===== src/rtl/arb_pkg.sv =====
// Shared definitions for the 8-way round-robin arbiter.
package arb_pkg;

  localparam int unsigned NUM_REQ = 8;
  localparam int unsigned IDX_W   = 3;

  typedef enum logic {
    IDLE  = 1'b0,
    GRANT = 1'b1
  } state_t;

  // Next search start after a release; a 3-bit add wraps 7 back to 0.
  function automatic logic [IDX_W-1:0] next_idx(input logic [IDX_W-1:0] idx);
    return idx + 3'd1;
  endfunction

endpackage


===== src/rtl/tree2eightDecoder.sv =====
// 3-to-8 one-hot decoder built as a binary tree of enables (1 -> 2 -> 4 -> 8).
module tree2eightDecoder (
  input  logic [2:0] sel,
  input  logic       en,
  output logic [7:0] out
);

  logic [1:0] lvl1;
  logic [3:0] lvl2;

  // Stage 1: split on the MSB.
  assign lvl1[0] = en & ~sel[2];
  assign lvl1[1] = en &  sel[2];

  // Stage 2: split each branch on the middle bit.
  assign lvl2[0] = lvl1[0] & ~sel[1];
  assign lvl2[1] = lvl1[0] &  sel[1];
  assign lvl2[2] = lvl1[1] & ~sel[1];
  assign lvl2[3] = lvl1[1] &  sel[1];

  // Stage 3: split each branch on the LSB.
  assign out[0] = lvl2[0] & ~sel[0];
  assign out[1] = lvl2[0] &  sel[0];
  assign out[2] = lvl2[1] & ~sel[0];
  assign out[3] = lvl2[1] &  sel[0];
  assign out[4] = lvl2[2] & ~sel[0];
  assign out[5] = lvl2[2] &  sel[0];
  assign out[6] = lvl2[3] & ~sel[0];
  assign out[7] = lvl2[3] &  sel[0];

endmodule


===== src/rtl/rr_arb8_ctrl.sv =====
// 8-requester round-robin arbiter with a bounded hold time per grant.
// A grant lasts until done, a drop of the owner's request, or MAX_HOLD cycles,
// and is always followed by at least one idle cycle.
module rr_arb8_ctrl
  import arb_pkg::*;
#(
  parameter int unsigned MAX_HOLD = 16
) (
  input  logic       clk,
  input  logic       rst_n,
  input  logic [7:0] req,
  input  logic       done,
  output logic [7:0] gnt,
  output logic [2:0] gnt_idx,
  output logic       gnt_vld,
  output logic       timeout
);

  localparam logic [7:0] HOLD_LAST = 8'(MAX_HOLD - 1);

  state_t           state;
  logic [IDX_W-1:0] ptr;
  logic [7:0]       hcnt;

  logic [IDX_W-1:0] sel_idx;
  logic             sel_hit;
  logic [IDX_W-1:0] cand;
  logic             rel_normal;
  logic             rel_force;

  // Priority search: first set request at or after ptr, wrapping 7 -> 0.
  always_comb begin
    sel_idx = '0;
    sel_hit = 1'b0;
    cand    = '0;
    for (int unsigned i = 0; i < NUM_REQ; i++) begin
      cand = ptr + i[IDX_W-1:0];
      if (!sel_hit && req[cand]) begin
        sel_idx = cand;
        sel_hit = 1'b1;
      end
    end
  end

  // Release decode; a voluntary release masks a coincident hold expiry.
  always_comb begin
    rel_normal = done || !req[gnt_idx];
    rel_force  = !rel_normal && (hcnt == HOLD_LAST);
  end

  // State, pointer, hold counter and registered grant outputs.
  always_ff @(posedge clk) begin
    if (!rst_n) begin
      state   <= IDLE;
      ptr     <= '0;
      hcnt    <= '0;
      gnt_idx <= '0;
      gnt_vld <= 1'b0;
      timeout <= 1'b0;
    end else begin
      timeout <= 1'b0;
      case (state)
        IDLE: begin
          if (sel_hit) begin
            state   <= GRANT;
            gnt_idx <= sel_idx;
            gnt_vld <= 1'b1;
            hcnt    <= '0;
          end
        end
        GRANT: begin
          if (rel_normal || rel_force) begin
            state   <= IDLE;
            gnt_vld <= 1'b0;
            gnt_idx <= '0;
            ptr     <= next_idx(gnt_idx);
            hcnt    <= '0;
            timeout <= rel_force;
          end else begin
            hcnt <= hcnt + 8'd1;
          end
        end
        default: state <= IDLE;
      endcase
    end
  end

  tree2eightDecoder u_dec (
    .sel (gnt_idx),
    .en  (gnt_vld),
    .out (gnt)
  );

endmodule


===== config.mk =====
export PLATFORM = sky130hd
export DESIGN_NAME = rr_arb8_ctrl
export DESIGN_NICKNAME = d
export VERILOG_FILES = /design/src/rtl/arb_pkg.sv /design/src/rtl/tree2eightDecoder.sv /design/src/rtl/rr_arb8_ctrl.sv
export SDC_FILE = /design/constraint.sdc
export NUM_CORES = 1
export LEC_CHECK = 0
export CAP_MARGIN = 20
export CELL_PAD_IN_SITES_DETAIL_PLACEMENT = 2
export CELL_PAD_IN_SITES_GLOBAL_PLACEMENT = 2
export CORE_MARGIN = 5
export CORE_UTILIZATION = 30
export DETAILED_ROUTE_END_ITERATION = 12
export GPL_TIMING_DRIVEN = 0
export PLACE_DENSITY = 0.77
export SLEW_MARGIN = 20
export SYNTH_ARGS = -nofsm -noshare
export SYNTH_HDL_FRONTEND = slang
export SYNTH_SLANG_ARGS = --single-unit

===== constraint.sdc =====
create_clock -name clk -period 3.55 [get_ports clk]
set_input_delay 0.355 -clock clk [delete_from_list [all_inputs] [get_ports clk]]
set_output_delay 0.355 -clock clk [all_outputs]
set_load 0.02 [all_outputs]

==> impl_metrics.tcl, run 1 <==
set metrics [dict create \
    status "complete, no violations" \
    synthArstFlopShare_pct 0 \
    vias_per_cell 5.96 \
    finalHoldViolCount 0 \
    grt_max_degree 11 \
    grt_pass1_vias 2050 \
    globalplace.congestion 0.842 \
    finalNetCount 278 \
    cp_data_arrival_time_ps 3590 \
    synthFlopType "dfxtp_1" \
    end_kind "register" \
    firstDrtPassIters 4 \
    ios 24 \
    grtUsageTotal_pct 16.7 \
    synth.top_cells.by_area "dfxtp_1 18%, mux4_2 13%, mux2i_1 9.4%" \
    max_slew_margin_pct 62.2 \
    ys_types 54 \
    holdCritPathClass "reg -> reg" \
    critPathLaunchType "register" \
    seq_area_um2 344 \
    cp.required_ps 3710 \
    ir_drop_uv 217 \
    worstMarginPinSlew_ps 566 \
    ys_top_cells_by_count "25 x nor2_1, 24 x nand2_1, 18 x mux2i_1, 17 x dfxtp_1, 11 x mux4_2" \
    drv_slew 0 \
    wirelength_mm 7.38 \
    cpPeakStageDelay_ps 540 \
    worstPathMaxFanout 10 \
    synth_nets 243 \
    area_growth_syn_to_layout_pct 25.6 \
    critPathKind "reg -> reg" \
    cpMaxStageDelayCell "mux4_2" \
    drc 0 \
    crit_path_cell_trace "buf_8 > clkinvlp_4 > ha_4 > buf_6 > mux4_2 > mux2_4 > or3_4 > a2111oi_4 > buf_6 > a21oi_1 > and2_4 > a32o_1" \
    period_share_pct 96.7 \
    num_rows 29 \
    vias 2021 \
    clock_skew_ps 7.15 \
    clockRootBuffer "clkbuf_8" \
    finalNonFillerCells 339 \
    crit_top_cell "buf_6" \
    max-cap-violations 0 \
    ant_nets 0 \
    core_um2 6280 \
    multiInputGateArea_um2 1510 \
    drive_above_1_share_pct 20.2 \
    dp_hpwl_mm 5.14 \
    die_h_um 89.9 \
    clk_pin_slew_ps 70 \
    synth-edff-count 0 \
    htreeDepth 1 \
    die_area_um2 8070 \
    port_buffers 19 \
    syn-instance-count 228 \
    yosysSeqAreaShare_pct 17.8 \
    n_antenna_cell 0 \
    grt_pass1_wl_mm 11.3 \
    power.total_uw 1260 \
    power.leakage_uw 0.000890 \
    finalCriticalPeriod_ps 3430 \
    synth_warnings 0 \
    clkSinkCount 17 \
    cts_tree "yes" \
    yosysMostFrequentCell "nor2_1" \
    yosys.area.top_type "dfxtp_1" \
    path_delay_family "multiplexers" \
    synth_top_area_share_pct 17.8 \
    cp_num_buf_inv 4 \
    post_drt_wl_per_cell_um 21.8 \
    pwr_density_cell_nw_per_um2 526 \
    drtIter0Drc 106 \
    cts_made_buffers 3 \
    cts.path.max_buffers 2 \
    syn_area_um2 1910 \
    rrSetupSlack_ps 120 \
    synth_seq_cells 17 \
    antenna_found_initial 0 \
    fp.dieW_um 89.9 \
    start_util_pct 30.5 \
    grt-ovfl-total 0 \
    fillCellCount 706 \
    setup_viol 0 \
    synth.avg_cell_area_um2 8.39 \
    clk_latency_ps 260 \
    dp.cells 324 \
    clock.fmax_mhz 291 \
]
-- cell type report --
class,instances,area share (%)
clock buffers,4,1.88
repair buffers,30,11.5
well taps,77,4.01
plain buffers,15,3.59
flip-flops and latches,17,14.3
inverters,9,1.77
multi-input cells,187,62.9
-- final timing paths --
path                            startpoint    endpoint  cells past startpoint
worst min register to register     hcnt[6]     hcnt[6]                      1
worst min-delay path               hcnt[6]     hcnt[6]                      1
worst max-delay path                ptr[1]  gnt_idx[0]                     12
worst max register to register      ptr[1]  gnt_idx[0]                     12
-- flip-flops by register name (all words and copies together) (netlist names) --
name,flops
hcnt,8
gnt_vld,1
timeout,1
ptr,3
state,1
gnt_idx,3
-- placed cells by master, fill, tap and decap left out, types with 2 or more instances in the layout --
| cell | synthesis | layout |
|---|---|---|
| and3_1 | 2 | 2 |
| a22oi_1 | 4 | 4 |
| o221ai_1 | 2 | 2 |
| o21ai_0 | 9 | 9 |
| a31oi_1 | 6 | 6 |
| nand2b_1 | 9 | 9 |
| clkbuf_1 | 9 | 9 |
| or2_2 | 3 | 3 |
| ha_1 | 4 | 3 |
| a32o_1 | 4 | 4 |
| xnor2_1 | 3 | 2 |
| nand2_1 | 24 | 24 |
| a21o_1 | 3 | 3 |
| buf_6 | 1 | 3 |
| clkdlybuf4s50_1 | 0 | 19 |
| a21oi_1 | 8 | 8 |
| a21boi_0 | 2 | 2 |
| nand3_1 | 4 | 4 |
| buf_4 | 0 | 10 |
| inv_1 | 8 | 7 |
| nor2b_1 | 4 | 4 |
| clkbuf_8 | 0 | 3 |
| dfxtp_1 | 17 | 16 |
| mux4_2 | 11 | 11 |
| buf_2 | 3 | 2 |
| mux2i_1 | 18 | 18 |
| and2_1 | 4 | 4 |
| nor2_1 | 25 | 24 |
| mux2_2 | 6 | 6 |
| nor3_1 | 4 | 4 |
| a21boi_1 | 2 | 2 |
| a211oi_1 | 3 | 3 |
| a211o_1 | 2 | 2 |
-- worst reg2reg max path: stages (launching register included) --
cell        delay, ps
dfxtp_4           350
buf_8             140
clkinvlp_4        160
ha_4              300
buf_6             120
mux4_2            540
mux2_4            290
or3_4             370
a2111oi_4         310
buf_6             180
a21oi_1           110
and2_4            200
a32o_1            240
-- logic make-up after synthesis --
logic type	count (synthesis)	synth area share [%]
flops	17	17.8
fa+ha+maj	4	2.62
mux	37	28.1
buf+inv	24	5.36
simple gates	88	23.2
compound gates	54	21.1
xor+xnor	4	1.83
-- stage by stage --
stage	hold WS (ps)	worst slack [ps]	util [%]	TNS, ps	instance area [um2]
floorplan	449	7.04	-	0	1910
global placement	473	-474	35.1	-4460	2200
detailed placement	488	-551	35.1	-5570	2200
CTS	503	19.2	36.7	0	2300
global route	522	-6.19	38.3	-6.19	2400
finish	500	118	38.3	0	2400
-- metal layers --
metal	GRT usage, %	up-vias	wire length [um]
met5	0	-	0
met2	29.9	47	3770
met3	2.17	8	222
li1	-	917	-
met4	1.49	0	65
met1	22.2	1049	3330
-- power breakdown --
group          internal [uW]  switching, uW  leakage, uW  total, uW
clock                   79.9           70.6    0.0000228        151
sequential               212           22.1     0.000139        234
combinational            388            490     0.000728        878
-- timing repair --
| item | in CTS | in global routing |
|---|---|---|
| hold buffers | 0 | 0 |
| setup endpoints to repair | 13 | 8 |
| hold endpoints to repair | 0 | 0 |
| pin swaps | 1 | 2 |
| gates resized for setup | 9 | 8 |
| buffers inserted | 4 | 7 |
No activity file was read; power rests on OpenSTA's default activity.
==> run 2, diff against run 1 <==
- CORE_MARGIN: 5 -> 2
==> impl_metrics.tcl, run 2 (synthesis gave the netlist of run 1 again) <==
set metrics [dict create \
    clk_pin_slew_ps 70 \
    ir_drop_uv 185 \
    finalNetCount 279 \
    dp_hpwl_mm 4.85 \
    cp.required_ps 3700 \
    clockRootBuffer "clkbuf_8" \
    cp_data_arrival_time_ps 3610 \
    die_h_um 83.9 \
    crit_path_cell_trace "buf_8 > clkinvlp_4 > ha_4 > buf_6 > mux4_2 > mux2_4 > or3_4 > a2111oi_4 > buf_6 > nor3b_4 > nand2_1 > a32o_1" \
    end_kind "register" \
    top_register "hcnt" \
    finalHoldViolCount 0 \
    min-delay-start "hcnt[3]" \
    cts.path.max_buffers 2 \
    holdWs_ps 490 \
    largest_reg_flops 8 \
    core_um2 6240 \
    grt_pass1_wl_mm 10.6 \
    cp_num_buf_inv 4 \
    worstSetupStartpoint "ptr[1]" \
    crit_cells 12 \
    finalCriticalPeriod_ps 3460 \
    period_share_pct 97.6 \
    antenna_found_initial 0 \
    path_delay_family "multiplexers" \
    clock.fmax_mhz 289 \
    drv_slew 0 \
    grtUsageTotal_pct 18.5 \
    holdCritPathClass "reg -> reg" \
    globalplace.congestion 0.842 \
    worstMarginPinSlew_ps 582 \
    wirelength_mm 6.72 \
    ios 24 \
    port_buffers 19 \
    htreeDepth 1 \
    pwr_density_cell_nw_per_um2 515 \
    vias 1975 \
    drive_above_1_share_pct 20.5 \
    firstDrtPassIters 4 \
    num_rows 29 \
    cpMaxStageDelayCell "mux4_2" \
    status "complete, no violations" \
    start_util_pct 30.7 \
    fillCellCount 712 \
    worstPathMaxFanout 10 \
    die_area_um2 7030 \
    seq_area_um2 344 \
    n_antenna_cell 0 \
    area_growth_syn_to_layout_pct 26.0 \
    post_drt_wl_per_cell_um 19.8 \
    max-cap-violations 0 \
    multiInputGateArea_um2 1510 \
    max_slew_margin_pct 61.2 \
    critPathLaunchType "register" \
    final_cell_mix "24 x nor2_1, 24 x nand2_1, 19 x clkdlybuf4s50_1" \
    hold_buffers 0 \
    cts_made_buffers 3 \
    drc 0 \
    cts_tree "yes" \
    drtIter0Drc 89 \
    grt_pass1_vias 2019 \
    clkSinkCount 17 \
    reg2reg_from "ptr[1]" \
    clock_skew_ps 3.67 \
    reg2regPathDepth 12 \
    setup_viol 0 \
    cpPeakStageDelay_ps 550 \
    power.leakage_uw 0.000896 \
    grt-ovfl-total 0 \
    critPathKind "reg -> reg" \
    hold_depth 1 \
    crit_top_cell "buf_6" \
    clk_latency_ps 250 \
    grt_max_degree 11 \
    ant_nets 0 \
    vias_per_cell 5.81 \
    fin_tns_setup_ps 0 \
    fp.dieW_um 83.9 \
    top_regs "hcnt x8, gnt_idx x3, ptr x3" \
]
## run 2: cell count changes in the layout (fill, tap and decap cells not counted)
| cell | previous run | this run |
|---|---|---|
| buf_4 | 10 | 11 |
## run 2: stage by stage
step | worst slack, ps | std cells | cell area, um2 | total power [uW] | util [%]
4_1_cts | 33.1 | 334 | 2320 | 1170 | 37.2
6_report | 85.6 | 340 | 2410 | 1240 | 38.6
2_1_floorplan | 7.04 | 228 | 1910 | 786 | -
3_5_place_dp | -542 | 324 | 2200 | 992 | 35.3
3_3_place_gp | -476 | 324 | 2200 | 975 | 35.3
5_1_grt | -13.1 | 340 | 2410 | 1330 | 38.6
## run 2: worst paths after layout
check,to,slack [ps]
worst max-delay path,gnt_idx[1],90
worst min-delay path,hcnt[3],490
worst max register to register,gnt_idx[1],90
worst min register to register,hcnt[3],490
## run 2: power by group
part           total [uW]  leakage (uW)  internal, uW  switching [uW]
sequential            236      0.000139           212            23.9
combinational         859      0.000733           391             467
clock                 146     0.0000228          79.6            66.5
total                1240      0.000896           683             558
## run 2: repair_timing
action	in CTS	in global routing
pin swaps	1	2
gates cloned	0	0
setup buffers	6	6
setup endpoints to repair	13	8
resized for setup	9	8
## run 2: cell type report
| class | count | area share (%) |
|---|---|---|
| Clock buffer | 4 | 1.87 |
| Tap cell | 77 | 4.00 |
| Timing Repair Buffer | 31 | 11.8 |
| Multi-Input combinational cell | 187 | 62.7 |
| Inverter | 9 | 1.77 |
| Buffer | 15 | 3.58 |
| Sequential cell | 17 | 14.3 |
## run 2: metal layers
| layer | share of wire (%) | routed length, um | up-vias | GRT usage, % |
|---|---|---|---|---|
| met5 | 0 | 0 | - | 0 |
| met4 | 0 | 0 | 0 | 1.32 |
| met3 | 2.5 | 168 | 0 | 2.08 |
| met2 | 50 | 3390 | 40 | 31.6 |
| met1 | 47 | 3160 | 1014 | 26.4 |
| li1 | - | - | 921 | - |
==> run 3, diff against run 2 <==
- SKIP_CTS_REPAIR_TIMING: not set -> 1
==> impl_metrics.tcl, run 3 (synthesis gave the netlist of run 1 again) <==
set metrics [dict create \
    vias_per_cell 5.74 \
    postPlaceCellArea_um2 2200 \
    drive_above_1_share_pct 22.0 \
    cts.path.max_buffers 2 \
    clock_skew_ps 4.14 \
    grtUsageTotal_pct 18.1 \
    drc 0 \
    grt_pass1_wl_mm 10.4 \
    max-cap-violations 0 \
    ant_nets 0 \
    die_area_um2 7030 \
    clockRootBuffer "clkbuf_8" \
    cpPeakStageDelay_ps 560 \
    start_util_pct 30.7 \
    cp_data_arrival_time_ps 3640 \
    critPathLaunchType "register" \
    ir_drop_uv 195 \
    wirelength_mm 7.04 \
    grt-ovfl-total 0 \
    core_um2 6240 \
    drtIter0Drc 98 \
    cts_tree "yes" \
    final_cell_mix "24 x nor2_1, 24 x nand2_1, 19 x clkdlybuf4s50_1" \
    fin_ws_ps 57.2 \
    end_kind "register" \
    fillCellCount 703 \
    grt_pass1_vias 1963 \
    globalplace.congestion 0.842 \
    crit_top_cell "buf_6" \
    critPathKind "reg -> reg" \
    path_delay_family "multiplexers" \
    num_rows 29 \
    final_area_um2 2430 \
    worstMarginPinSlew_ps 950 \
    seq_area_um2 345 \
    reg2reg_to "gnt_idx[1]" \
    largest_reg_flops 8 \
    antenna_found_initial 0 \
    top_register "hcnt" \
    clk_pin_slew_ps 70 \
    area_growth_syn_to_layout_pct 27.1 \
    post_drt_wl_per_cell_um 20.4 \
    dp_slack_ps -542 \
    multiInputGateArea_um2 1500 \
    setup_viol 0 \
    hold_depth 1 \
    status "complete, no violations" \
    dp_hpwl_mm 4.85 \
    clkSinkCount 17 \
    die_h_um 83.9 \
    reg2reg_from "ptr[1]" \
    holdCritPathClass "reg -> reg" \
    finalNetCount 284 \
    power.leakage_uw 0.000916 \
    reg2regPathDepth 12 \
    firstDrtPassIters 6 \
    holdPathEnd "hcnt[3]" \
    worstPathMaxFanout 9 \
    cpMaxStageDelayCell "mux4_2" \
    fin_tns_setup_ps 0 \
    n_antenna_cell 0 \
    cts_made_buffers 3 \
    crit_path_cell_trace "buf_8 > clkinvlp_4 > ha_4 > buf_6 > mux4_2 > mux2_4 > or3_4 > a2111oi_4 > buf_6 > nor3b_4 > nand2_1 > a32o_1" \
    htreeDepth 1 \
    top_regs "hcnt x8, gnt_idx x3, ptr x3" \
    cp.required_ps 3700 \
    finalHoldViolCount 0 \
    clock.fmax_mhz 286 \
    fp.dieW_um 83.9 \
    vias 1981 \
    grt_max_degree 11 \
    finalCriticalPeriod_ps 3490 \
    port_buffers 19 \
    rrSetupSlack_ps 60 \
    clk_latency_ps 250 \
    drv_slew 0 \
    min-delay-start "hcnt[3]" \
    ios 24 \
    power.total_uw 1250 \
    cp_num_buf_inv 4 \
    max_slew_margin_pct 36.2 \
    pwr_density_cell_nw_per_um2 516 \
    period_share_pct 98.4 \
]
[run 3: cell types whose count changed in the layout (fill, tap and decap cells not counted), sizes merged]
cell,before,now
clkinv,1,0
clkinvlp,1,2
buf,18,23
[run 3: layer usage]
layer / wire length, um / share of wire (%) / track usage [%]
met2: 3430 / 49 / 30.3
met5: 0 / 0 / 0
met1: 3340 / 47 / 26.2
met4: 105 / 1.5 / 1.32
met3: 164 / 2.3 / 2.27
[run 3: worst reg2reg max path, delay by kind of cell, from the launching register on]
kind | cells | cell delay (ps)
multiplexers | 2 | 850
AND/OR/NAND/NOR | 3 | 690
buffers and inverters | 4 | 560
adder cells (fa/ha/maj) | 1 | 290
AO/OA/AOI/OAI | 2 | 620
flip-flops | 1 | 370
[run 3: cell type report]
| type | instances | area share, % |
|---|---|---|
| flip-flops and latches | 17 | 14.2 |
| clock buffers | 4 | 1.85 |
| inverters | 9 | 1.70 |
| plain buffers | 15 | 3.55 |
| repair buffers | 36 | 13.2 |
| well taps | 77 | 3.96 |
| multi-input cells | 187 | 61.5 |
[run 3: per-stage QoR]
step | hold WS, ps | cells | utilization [%]
CTS | 496 | 328 | 36.0
floorplan | 449 | 228 | -
detailed placement | 480 | 324 | 35.3
global route | 532 | 345 | 39.0
finish | 493 | 345 | 39.0
global placement | 475 | 324 | 35.3
[run 3: how the worst max path moves through the flow]
| stage | startpoint | end | cells past startpoint |
|---|---|---|---|
| finish | ptr[1] | gnt_idx[1] | 12 |
| global route | ptr[1] | gnt_idx[1] | 12 |
| CTS | ptr[0] | gnt_idx[1] | 11 |
| detailed placement | ptr[0] | gnt_idx[1] | 11 |
| global placement | ptr[0] | gnt_idx[1] | 11 |
| floorplan | ptr[0] | gnt_idx[1] | 11 |
[run 3: report_power, final]
| part | leakage [uW] | internal, uW | switching, uW |
|---|---|---|---|
| logic | 0.000753 | 399 | 471 |
| registers | 0.000140 | 213 | 25.0 |
| clock network | 0.0000228 | 79.6 | 66.1 |
| total | 0.000916 | 692 | 563 |
